File: src/rtl/layer_mem_arbiter.sv
// Three-way round-robin arbiter with burst lock for the shared ATCONV layer-memory port.
// Grants are combinational; memory drive and tagged read returns are registered.
module layer_mem_arbiter #(
  parameter int AW = 12,
  parameter int DW = 13,
  parameter int N  = 3
) (
  input  logic            clk,
  input  logic            reset,
  input  logic [N-1:0]    req,
  input  logic [N-1:0]    lock,
  input  logic [N-1:0]    we,
  input  logic [N-1:0]    sel,
  input  logic [N*AW-1:0] addr,
  input  logic [N*DW-1:0] wdata,
  output logic [N-1:0]    gnt,
  output logic [N-1:0]    rvalid,
  output logic [DW-1:0]   rdata,
  output logic            cwr,
  output logic [AW-1:0]   caddr_wr,
  output logic [DW-1:0]   cdata_wr,
  output logic            crd,
  output logic [AW-1:0]   caddr_rd,
  input  logic [DW-1:0]   cdata_rd,
  output logic            csel
);

  typedef logic [1:0] id_t;

  typedef struct packed {
    logic valid;
    id_t  id;
  } tag_t;

  function automatic id_t id_add(input id_t a, input id_t b);
    logic [2:0] s;
    logic [2:0] t;
    s = {1'b0, a} + {1'b0, b};
    t = s - 3'd3;
    return (s >= 3'd3) ? t[1:0] : s[1:0];
  endfunction

  id_t            ptr_q, ptr_d;
  id_t            owner_q, owner_d;
  logic           owner_valid_q, owner_valid_d;
  logic           cwr_q, cwr_d;
  logic           crd_q, crd_d;
  logic           csel_q, csel_d;
  logic [AW-1:0]  caddr_wr_q, caddr_wr_d;
  logic [AW-1:0]  caddr_rd_q, caddr_rd_d;
  logic [DW-1:0]  cdata_wr_q, cdata_wr_d;
  tag_t           tag0_q, tag0_d;
  tag_t           tag1_q, tag1_d;
  logic [N-1:0]   rvalid_q, rvalid_d;
  logic [DW-1:0]  rdata_q, rdata_d;

  logic [N-1:0]   gnt_c;
  logic           xfer;
  id_t            win;
  logic           w_we, w_sel, w_lock;
  logic [AW-1:0]  w_addr;
  logic [DW-1:0]  w_wdata;

  // Grant: a valid owner keeps the port; otherwise search upward from ptr.
  always_comb begin
    id_t  cand;
    logic found;
    // NOTE: every combinational output gets a default first so no path leaves it unassigned (no latch).
    gnt_c = '0;
    found = 1'b0;
    cand  = '0;
    if (!reset) begin
      if (owner_valid_q) begin
        gnt_c[owner_q] = req[owner_q];
      end else begin
        for (int k = 0; k < N; k++) begin
          cand = id_add(ptr_q, id_t'(k));
          if (!found && req[cand]) begin
            gnt_c[cand] = 1'b1;
            found       = 1'b1;
          end
        end
      end
    end
  end

  always_comb begin
    xfer    = 1'b0;
    win     = '0;
    w_we    = 1'b0;
    w_sel   = 1'b0;
    w_lock  = 1'b0;
    w_addr  = '0;
    w_wdata = '0;
    for (int i = 0; i < N; i++) begin
      if (gnt_c[i]) begin
        xfer    = 1'b1;
        win     = id_t'(i);
        w_we    = we[i];
        w_sel   = sel[i];
        w_lock  = lock[i];
        w_addr  = addr[i*AW +: AW];
        w_wdata = wdata[i*DW +: DW];
      end
    end
  end

  always_comb begin
    ptr_d         = ptr_q;
    owner_d       = owner_q;
    owner_valid_d = owner_valid_q;
    // An owner that stops requesting gives the port up on this edge.
    if (owner_valid_q && !req[owner_q]) owner_valid_d = 1'b0;
    if (xfer) begin
      ptr_d         = id_add(win, 2'd1);
      owner_d       = win;
      owner_valid_d = w_lock;
    end

    cwr_d      = xfer & w_we;
    crd_d      = xfer & ~w_we;
    csel_d     = csel_q;
    caddr_wr_d = caddr_wr_q;
    caddr_rd_d = caddr_rd_q;
    cdata_wr_d = cdata_wr_q;
    if (xfer) begin
      csel_d = w_sel;
      if (w_we) begin
        caddr_wr_d = w_addr;
        cdata_wr_d = w_wdata;
      end else begin
        caddr_rd_d = w_addr;
      end
    end

    // tag0 lines up with crd, tag1 with cdata_rd from the memory.
    tag0_d.valid = crd_d;
    tag0_d.id    = win;
    tag1_d       = tag0_q;
    rvalid_d     = '0;
    rdata_d      = rdata_q;
    if (tag1_q.valid) begin
      rvalid_d[tag1_q.id] = 1'b1;
      rdata_d             = cdata_rd;
    end
  end

  // NOTE: sequential state uses non-blocking assignments so every flop samples pre-edge values.
  always_ff @(posedge clk or posedge reset) begin
    if (reset) begin
      ptr_q         <= '0;
      owner_q       <= '0;
      owner_valid_q <= 1'b0;
      cwr_q         <= 1'b0;
      crd_q         <= 1'b0;
      csel_q        <= 1'b0;
      caddr_wr_q    <= '0;
      caddr_rd_q    <= '0;
      cdata_wr_q    <= '0;
      tag0_q        <= '0;
      tag1_q        <= '0;
      rvalid_q      <= '0;
      rdata_q       <= '0;
    end else begin
      ptr_q         <= ptr_d;
      owner_q       <= owner_d;
      owner_valid_q <= owner_valid_d;
      cwr_q         <= cwr_d;
      crd_q         <= crd_d;
      csel_q        <= csel_d;
      caddr_wr_q    <= caddr_wr_d;
      caddr_rd_q    <= caddr_rd_d;
      cdata_wr_q    <= cdata_wr_d;
      tag0_q        <= tag0_d;
      tag1_q        <= tag1_d;
      rvalid_q      <= rvalid_d;
      rdata_q       <= rdata_d;
    end
  end

  assign gnt      = gnt_c;
  assign rvalid   = rvalid_q;
  assign rdata    = rdata_q;
  assign cwr      = cwr_q;
  assign crd      = crd_q;
  assign csel     = csel_q;
  assign caddr_wr = caddr_wr_q;
  assign caddr_rd = caddr_rd_q;
  assign cdata_wr = cdata_wr_q;

endmodule

File: config.mk
export PLATFORM = sky130hd
export DESIGN_NAME = layer_mem_arbiter
export DESIGN_NICKNAME = d
export VERILOG_FILES = /design/src/rtl/layer_mem_arbiter.sv
export SDC_FILE = /design/constraint.sdc
export NUM_CORES = 1
export LEC_CHECK = 0
export BUFFER_PORTS_ARGS = -buffer_cell sky130_fd_sc_hd__clkbuf_2
export CORE_MARGIN = 2
export CORE_UTILIZATION = 52
export CTS_BUF_LIST = sky130_fd_sc_hd__clkbuf_8
export DETAILED_ROUTE_END_ITERATION = 6
export PLACE_DENSITY = 0.88
export SLEW_MARGIN = 30
export SYNTH_ARGS = -nofsm -noshare
export SYNTH_HDL_FRONTEND = slang
export SYNTH_SLANG_ARGS = --single-unit
File: constraint.sdc
create_clock -name clk -period 6.5 [get_ports clk]
set_input_delay 0.325 -clock clk [delete_from_list [all_inputs] [get_ports clk]]
set_output_delay 0.325 -clock clk [all_outputs]
set_load 0.02 [all_outputs]
==> results of run 1 <==
## state kept, by name (all words and copies together) (netlist names), 2 cells and up
name,count
rvalid,3
owner_q,2
caddr_wr,12
cdata_wr,13
tag1_q,3
rdata,13
caddr_rd,12
tag0_q,3
## logic make-up (layout without fill, tap and decap cells)
kind of cell	Yosys count	in the layout	share of synthesized area [%]
flip-flops	65	65	46.6
AND/OR/NAND/NOR	88	88	14.3
multiplexers	20	20	6.23
adder cells (fa/ha/maj)	4	4	1.43
AO/OA/AOI/OAI	111	111	25.3
buffers and inverters	43	196	6.13
## per-layer routing
metal  wire (um)  vias to the layer above  GRT usage, %
met2        4760                      177          44.4
met4         172                        0          9.09
met1        3790                     1496          33.0
li1            -                     1485             -
met5           0                        -             0
met3         769                       18          5.68
## stage by stage
step / area (sq um) / utilization [%] / power [mW]
after CTS: 4490 / 69.9 / 2.48
after floorplan: 3490 / - / 1.73
after global routing: 4490 / 70.0 / 2.61
after detailed placement: 4260 / 66.4 / 2.08
final: 4490 / 70.0 / 2.47
after global placement: 4250 / 66.2 / 2.02
## path summary, 6_finish.rpt
| path | end | slack, ns | cells past startpoint |
|---|---|---|---|
| worst min-delay path | owner_valid_q | 0.20 | 3 |
| worst max-delay path | caddr_rd[5] | 2.56 | 11 |
| worst min register to register | tag1_q[0] | 0.35 | 0 |
| min in group asynchronous | tag0_q[0] | 0.24 | 3 |
| worst max register to register | caddr_rd[5] | 2.56 | 11 |
| max in group asynchronous | cdata_wr[9] | 5.71 | 3 |
## cells in the final DEF (no fill, tap or decap), types with 3 or more instances in the layout
cell and instances:
dfrtp_1 65, o21a_1 14, o22a_1 24, mux2_2 14, clkbuf_2 160, mux2i_1 5, inv_1 16, nand2_1 34
o21ai_0 20, clkbuf_8 10, a21oi_1 27, a2bb2oi_2 13, nor2b_1 3, nand3_1 14, nor2_1 7, and3_1 13
nand3b_1 3, ha_1 4
## area by class of cell
cell class	instances	area (sq um)
Clock buffer	10	138
Clock inverter	6	90.1
Fill cell	477	1930
Inverter	18	67.6
Multi-Input combinational cell	223	1660
Sequential cell	65	1630
Tap cell	77	96.3
Timing Repair Buffer	162	820
## power by group through the flow
stage                     logic, mW  registers (mW)  clock network [mW]
after floorplan               0.795           0.936                   0
after global routing           1.43           0.770               0.413
final                          1.33           0.748               0.390
after detailed placement       1.33           0.755                   0
after global placement         1.27           0.747                   0
after CTS                      1.34           0.748               0.393
## critical path: cells and delay by family (launching register included)
family                   cells  cell delay, ns
flip-flops                   1            0.44
adder cells (fa/ha/maj)      1            0.35
multiplexers                 1            0.15
AND/OR/NAND/NOR              3            1.21
AO/OA/AOI/OAI                3            1.04
buffers and inverters        3            0.66
==> flow_summary.yaml, run 1 <==
run_status:
  status: "finished clean"
power:
  power.internal_mw: 1.39
  p_clk_share_pct: 15.8
  p_leak_nw: 2.28
  powerDensity_nw_per_um2: 549
  switching_share_pct: 43.6
  combPwrFrac_pct: 53.9
  p_seq_share_pct: 30.3
  peakVddDrop_uv: 325
  p_switching_mw: 1.08
clock_tree:
  cts.reportedPaths.clkPinSlew_ns: 0.07
  clock-root-buffer: "clkbuf_8"
  cts_tree: "yes"
  clock_sinks: 65
  post_cts_resized: 0
  cts_setup_buffers: 0
  h-tree-depth: 3
  postCtsHoldBufs: 0
  clockBufferDepth: 2
  clock_latency_ns: 0.34
  cts_buffers: 9
synthesis:
  syn_nets: 437
  synthDistinctLibCells: 45
  synth_most_common_cell: "dfrtp_1"
  yosys.area.top_type: "dfrtp_1"
  netlist_area_sq_um: 3490
  yosysTopAreaCellShare_pct: 46.6
  synth_ff_type: "dfrtp_1"
  syn_avg_cell_area_sq_um: 10.6
  async_flop_share_pct: 100
  synth_common_cells: "65 x dfrtp_1, 34 x nand2_1, 27 x a21oi_1, 24 x o22a_1, 20 x o21ai_0"
  synth_seq_cells: 65
  synth_edf_count: 0
  synth_warnings: 0
  seq_area_frac_synth_pct: 46.6
  synthTopCellsByArea: "dfrtp_1 47%, o22a_1 6.0%, a2bb2oi_2 5.6%, mux2_2 4.5%, a21oi_1 3.9%"
  synthCells: 331
placed_design:
  dp.final_hpwl_um: 7130
  dp_cells: 545
  portBuffers: 160
  gp_congestion: 0.938
  pre_cts_slack_ns: 2.28
sta:
  worst_pin_slew_ns: 0.912
  skew_ns: 0.0124
  finalCritPeriodShare_pct: 60.6
  slew_headroom_pct: 39.1
  hold_slack_ns: 0.197
  final-setup-viol-count: 0
  rsz0062_at_grt: "no"
  finalMaxSlewViolations: 0
  setup_tns_ns: 0
  min_period_ns: 3.94
  hold_violations: 0
  fmax_mhz: 254
  layout_setup_ws_ns: 2.56
die:
  rows: 29
  core_sq_um: 6420
  io_pins: 161
  dieWidth_um: 86.0
  die_y_um: 86.0
  die_area_sq_um: 7390
  start_util_pct: 54.4
finish:
  syn_to_final_growth_pct: 28.7
  drive_above_1_share_pct: 45.0
  diodes: 0
  finalNetCount: 585
  final_cells: 561
setup_path:
  max_stage_delay_ns: 0.73
  r2r_start: "owner_q[0]"
  end_kind: "flop"
  worst-path-max-fanout: 34
  path_class: "reg -> reg"
  cp_data_required_time_ns: 6.77
  slowest_stage: "nor4b_4"
  path_cells: "inv_1 > ha_1 > mux2i_1 > o22ai_1 > nor3_1 > o31ai_4 > buf_6 > inv_2 > nor4b_4 > or2_4 > o22a_1"
  startpoint: "owner_q[0]"
  cp-start-kind: "flop"
  critical_path_arrival_ns: 4.21
worst_hold_path:
  min_from: "lock[2]"
  hp-class: "in -> reg"
global_routing:
  grt_util_all_layers_pct: 26.2
  grt_pass1_vias: 3134
  grt_max_degree: 66
  grt-ovfl-total: 0
  grt_first_pass_wirelength_um: 15100
  grt_antenna_before_repair: 0
routing:
  wl_um: 9490
  detail_route.wl_per_cell_um: 16.9
  drt_drc_violations_left: 0
  via_per_inst: 5.66
  firstDrtPassIters: 5
  drt_iter0_markers: 184
  ant_nets: 0
  via_count: 3176
run:
  cap_violations: 0
Power figures use the tool's default switching activity.
==> run 2: changes to the inputs <==
--- a/config.mk
+++ b/config.mk
@@ -7,10 +7,10 @@
 export LEC_CHECK = 0
 export BUFFER_PORTS_ARGS = -buffer_cell sky130_fd_sc_hd__clkbuf_2
 export CORE_MARGIN = 2
-export CORE_UTILIZATION = 52
+export CORE_UTILIZATION = 49
 export CTS_BUF_LIST = sky130_fd_sc_hd__clkbuf_8
 export DETAILED_ROUTE_END_ITERATION = 6
-export PLACE_DENSITY = 0.88
+export PLACE_DENSITY = 0.83
 export SLEW_MARGIN = 30
 export SYNTH_ARGS = -nofsm -noshare
 export SYNTH_HDL_FRONTEND = slang
==> constraint.sdc (replaced) <==
create_clock -name clk -period 3.9 [get_ports clk]
set_input_delay 0.195 -clock clk [delete_from_list [all_inputs] [get_ports clk]]
set_output_delay 0.195 -clock clk [all_outputs]
set_load 0.02 [all_outputs]
==> flow_summary.yaml, run 2 (synthesis gave the netlist of run 1 again) <==
sta:
  worst_pin_slew_ns: 0.803
  fmax_mhz: 297
  min_period_ns: 3.37
  rsz0062_at_grt: "no"
  hold_slack_ns: 0.0649
  setup_tns_ns: 0
  layout_setup_ws_ns: 0.530
  finalMaxSlewViolations: 0
  skew_ns: 0.0113
  slew_headroom_pct: 46.5
  final-setup-viol-count: 0
  hold_violations: 0
  finalCritPeriodShare_pct: 86.4
die:
  rows: 30
  die_y_um: 88.4
  core_sq_um: 6830
  dieWidth_um: 88.4
  io_pins: 161
  start_util_pct: 51.1
  die_area_sq_um: 7820
power:
  switching_share_pct: 44.3
  p_switching_mw: 1.79
  power.internal_mw: 2.25
  combPwrFrac_pct: 55.2
  p_clk_share_pct: 14.0
  p_seq_share_pct: 30.8
  powerDensity_nw_per_um2: 896
  p_leak_nw: 2.29
  peakVddDrop_uv: 401
global_routing:
  grt_util_all_layers_pct: 25.0
  grt_max_degree: 66
  grt_first_pass_wirelength_um: 14900
  grt-ovfl-total: 0
  grt_antenna_before_repair: 0
  grt_pass1_vias: 3094
clock_tree:
  clockBufferDepth: 2
  h-tree-depth: 3
  cts.reportedPaths.clkPinSlew_ns: 0.08
  cts_buffers: 9
  clock-root-buffer: "clkbuf_8"
  clock_sinks: 65
  postCtsHoldBufs: 0
  cts_setup_buffers: 0
  clock_latency_ns: 0.34
  post_cts_resized: 0
  cts_tree: "yes"
routing:
  detail_route.wl_per_cell_um: 16.3
  dr_wl_met2_um: 4740
  drt_iter0_markers: 199
  ant_nets: 0
  via_per_inst: 5.42
  via_count: 3172
  top_layer: "met4"
  drt_drc_violations_left: 0
  wl_um: 9510
  firstDrtPassIters: 4
  wl_met3_um: 697
  wirelength_met1_um: 3820
placed_design:
  dp_cells: 569
  gp_congestion: 0.898
  dp.final_hpwl_um: 7140
  pre_cts_slack_ns: 0.692
  portBuffers: 160
  place_area_sq_um: 4320
setup_path:
  path_class: "reg -> out"
  reg2regPathDepth: 11
  r2r_end: "caddr_rd[1]"
  endpoint: "gnt[1]"
  slowest_stage: "dfrtp_1"
  max_stage_delay_ns: 0.46
  startpoint: "owner_q[0]"
  cp-start-kind: "flop"
  worst-path-max-fanout: 16
  cp_data_required_time_ns: 3.70
  critical_path_arrival_ns: 3.17
  end_kind: "primary output"
  reg2reg_slack_ns: 0.63
  path_cells: "inv_1 > ha_1 > mux2i_1 > o22ai_1 > nor4_2 > o21ai_4 > inv_1 > buf_4 > clkbuf_2"
  crit_path_frequent_cell: "inv_1"
  r2r_start: "owner_q[0]"
finish:
  drive_above_1_share_pct: 45.0
  final_cells: 585
  final_cell_mix: "160 x clkbuf_2, 65 x dfrtp_1, 34 x nand2_1, 27 x a21oi_1, 24 x o22a_1"
  final_common_cell: "clkbuf_2"
  diodes: 0
  syn_to_final_growth_pct: 29.3
  finalNetCount: 590
  postLayoutCellArea_sq_um: 4510
run_status:
  status: "finished clean"
worst_hold_path:
  min_path_cells: 3
  hp-class: "in -> reg"
run:
  cap_violations: 0
## run 2: worst min-delay path by stage
stage              start             to  slack (ns)
2_1_floorplan    lock[2]  owner_valid_q        0.31
3_3_place_gp   tag0_q[1]      tag1_q[1]        0.33
3_5_place_dp   tag0_q[1]      tag1_q[1]        0.35
4_1_cts           sel[2]           csel        0.06
5_1_grt           sel[2]           csel        0.06
6_report          sel[2]           csel        0.06
## run 2: final cells by class
| cell class | count | area (sq um) |
|---|---|---|
| Fill cell | 571 | 2320 |
| Multi-Input combinational cell | 223 | 1650 |
| Sequential cell | 65 | 1630 |
| Timing Repair Buffer | 167 | 853 |
| Clock buffer | 9 | 124 |
| Tap cell | 96 | 120 |
| Clock inverter | 7 | 71.3 |
| Inverter | 18 | 67.6 |
## run 2: stage by stage
| stage | utilization [%] | power (mW) |
|---|---|---|
| after floorplan | - | 2.88 |
| after global placement | 63.2 | 3.41 |
| after detailed placement | 63.2 | 3.49 |
| after CTS | 66.1 | 4.07 |
| after global routing | 66.1 | 4.32 |
| final | 66.1 | 4.04 |
## run 2: worst max-delay path: cells and delay by family, from the launching register on
family	cells	cell delay, ns
buffers and inverters	4	1.04
DFF	1	0.46
and+or+nand+nor	1	0.38
adders and majority gates	1	0.37
AOI/OAI and AO/OA	2	0.29
muxes	1	0.29
## run 2: power by group through the flow
stage	clock network, mW	logic (mW)	registers (mW)
5_1_grt	0.607	2.42	1.29
3_3_place_gp	0	2.17	1.24
4_1_cts	0.580	2.24	1.25
2_1_floorplan	0	1.32	1.56
3_5_place_dp	0	2.24	1.25
6_report	0.566	2.23	1.25
## run 2: routing by layer
metal,vias to the layer above,track usage [%]
met3,18,5.41
met5,-,0
li1,1499,-
met2,160,40.7
met4,0,12.0
met1,1495,31.9
==> run 3: changes to the inputs <==
--- a/config.mk
+++ b/config.mk
@@ -7,10 +7,10 @@
 export LEC_CHECK = 0
 export BUFFER_PORTS_ARGS = -buffer_cell sky130_fd_sc_hd__clkbuf_2
 export CORE_MARGIN = 2
-export CORE_UTILIZATION = 49
+export CORE_UTILIZATION = 45
 export CTS_BUF_LIST = sky130_fd_sc_hd__clkbuf_8
 export DETAILED_ROUTE_END_ITERATION = 6
-export PLACE_DENSITY = 0.83
+export PLACE_DENSITY = 0.77
 export SLEW_MARGIN = 30
 export SYNTH_ARGS = -nofsm -noshare
 export SYNTH_HDL_FRONTEND = slang
==> flow_summary.yaml, run 3 (synthesis gave the netlist of run 1 again) <==
run_status:
  status: "finished clean"
setup_path:
  worst-path-max-fanout: 21
  reg2reg_slack_ns: 0.58
  cp_data_required_time_ns: 4.13
  startpoint: "owner_q[0]"
  cp-start-kind: "flop"
  path_class: "reg -> reg"
  end_kind: "flop"
  critical_path_arrival_ns: 3.55
  r2r_start: "owner_q[0]"
finish:
  syn_to_final_growth_pct: 30.0
  final_cell_mix: "160 x clkbuf_2, 65 x dfrtp_1, 34 x nand2_1, 27 x a21oi_1, 24 x o22a_1"
  finalNetCount: 591
  drive_above_1_share_pct: 45.3
  diodes: 0
  final_common_cell: "clkbuf_2"
clock_tree:
  cts_buffers: 9
  clock-root-buffer: "clkbuf_8"
  cts_setup_buffers: 0
  clockBufferDepth: 2
  cts.reportedPaths.clkPinSlew_ns: 0.08
  cts_tree: "yes"
  postCtsHoldBufs: 0
  clock_sinks: 65
  post_cts_resized: 0
  h-tree-depth: 3
  clock_latency_ns: 0.34
global_routing:
  grt_antenna_before_repair: 0
  grt_util_all_layers_pct: 22.7
  grt_pass1_vias: 3165
  grt-ovfl-total: 0
  grt_first_pass_wirelength_um: 15100
  grt_max_degree: 66
run:
  cap_violations: 0
placed_design:
  portBuffers: 160
  dp.final_hpwl_um: 7200
  gp_congestion: 0.916
routing:
  ant_nets: 0
  via_count: 3157
  via_per_inst: 5.33
  drt_iter0_markers: 114
  firstDrtPassIters: 4
  detail_route.wl_per_cell_um: 16.1
  wl_um: 9550
  drt_drc_violations_left: 0
sta:
  slew_headroom_pct: 45.3
  worst_pin_slew_ns: 0.820
  final-setup-viol-count: 0
  min_period_ns: 3.32
  finalCritPeriodShare_pct: 85.1
  finalMaxSlewViolations: 0
  setup_tns_ns: 0
  skew_ns: 0.00919
  rsz0062_at_grt: "no"
  hold_violations: 0
  hold_slack_ns: 0.0569
  fmax_mhz: 301
power:
  peakVddDrop_uv: 428
  p_leak_nw: 2.30
  powerDensity_nw_per_um2: 895
  switching_share_pct: 44.0
  power.internal_mw: 2.28
  combPwrFrac_pct: 55.1
  p_seq_share_pct: 30.6
  p_clk_share_pct: 14.3
  p_switching_mw: 1.79
die:
  dieWidth_um: 92.1
  start_util_pct: 45.9
  io_pins: 161
  die_y_um: 92.1
  core_sq_um: 7610
  rows: 32
  die_area_sq_um: 8480
worst_hold_path:
  hp-class: "in -> reg"
  min_from: "sel[2]"
-- run 3: cell types whose count changed in the layout (fill, tap and decap cells not counted) --
cell and change:
buf_4 +1, clkbuf_8 +1, clkinv_4 +1, inv_1 -1, inv_6 -1
-- run 3: area by class of cell --
| cell class | instances | area [sq um] |
|---|---|---|
| inverters | 18 | 67.6 |
| multi-input cells | 223 | 1650 |
| clock inverters | 6 | 67.6 |
| fillers | 677 | 3070 |
| well taps | 102 | 128 |
| repair buffers | 168 | 861 |
| clock buffers | 10 | 138 |
| flip-flops and latches | 65 | 1630 |
-- run 3: stage by stage --
step	cell area [sq um]	worst slack, ns	utilization [%]	power (mW)	cells
global placement	4330	0.804	57.0	3.42	576
floorplan	3490	0.776	-	2.88	331
finish	4540	0.581	59.7	4.06	592
CTS	4540	0.580	59.7	4.10	592
global route	4540	0.370	59.7	4.32	592
detailed placement	4330	0.604	57.0	3.51	576
-- run 3: worst paths after layout --
| path | end | cells after the start |
|---|---|---|
| min in group asynchronous | owner_valid_q | 3 |
| max in group asynchronous | rdata[6] | 3 |
| min reg2reg | tag1_q[0] | 0 |
| min | csel | 3 |
| max | caddr_rd[2] | 12 |
| max reg2reg | caddr_rd[2] | 12 |
-- run 3: power by group through the flow --
stage                     Sequential (mW)  Clock [mW]  Combinational, mW
after floorplan                      1.56           0               1.32
after global placement               1.24           0               2.18
after detailed placement             1.25           0               2.26
after CTS                            1.24       0.596               2.26
after global routing                 1.28       0.624               2.42
final                                1.24       0.582               2.24
-- run 3: routing by layer --
| layer | up-vias | part of all wire, % | global-route usage (%) |
|---|---|---|---|
| met4 | 0 | 1.3 | 8.46 |
| met2 | 151 | 50 | 39.5 |
| met5 | - | 0 | 0 |
| met3 | 13 | 7.6 | 6.16 |
| met1 | 1495 | 42 | 26.9 |
| li1 | 1498 | - | - |
-- run 3: critical path, cell delays in order (launching register included) --
cell,delay (ns)
dfrtp_1,0.44
inv_1,0.14
ha_1,0.35
mux2i_1,0.27
o22ai_1,0.16
nor3_1,0.42
o31ai_4,0.10
inv_2,0.21
buf_4,0.32
nor4b_4,0.08
buf_4,0.20
or2_4,0.31
o22a_1,0.22
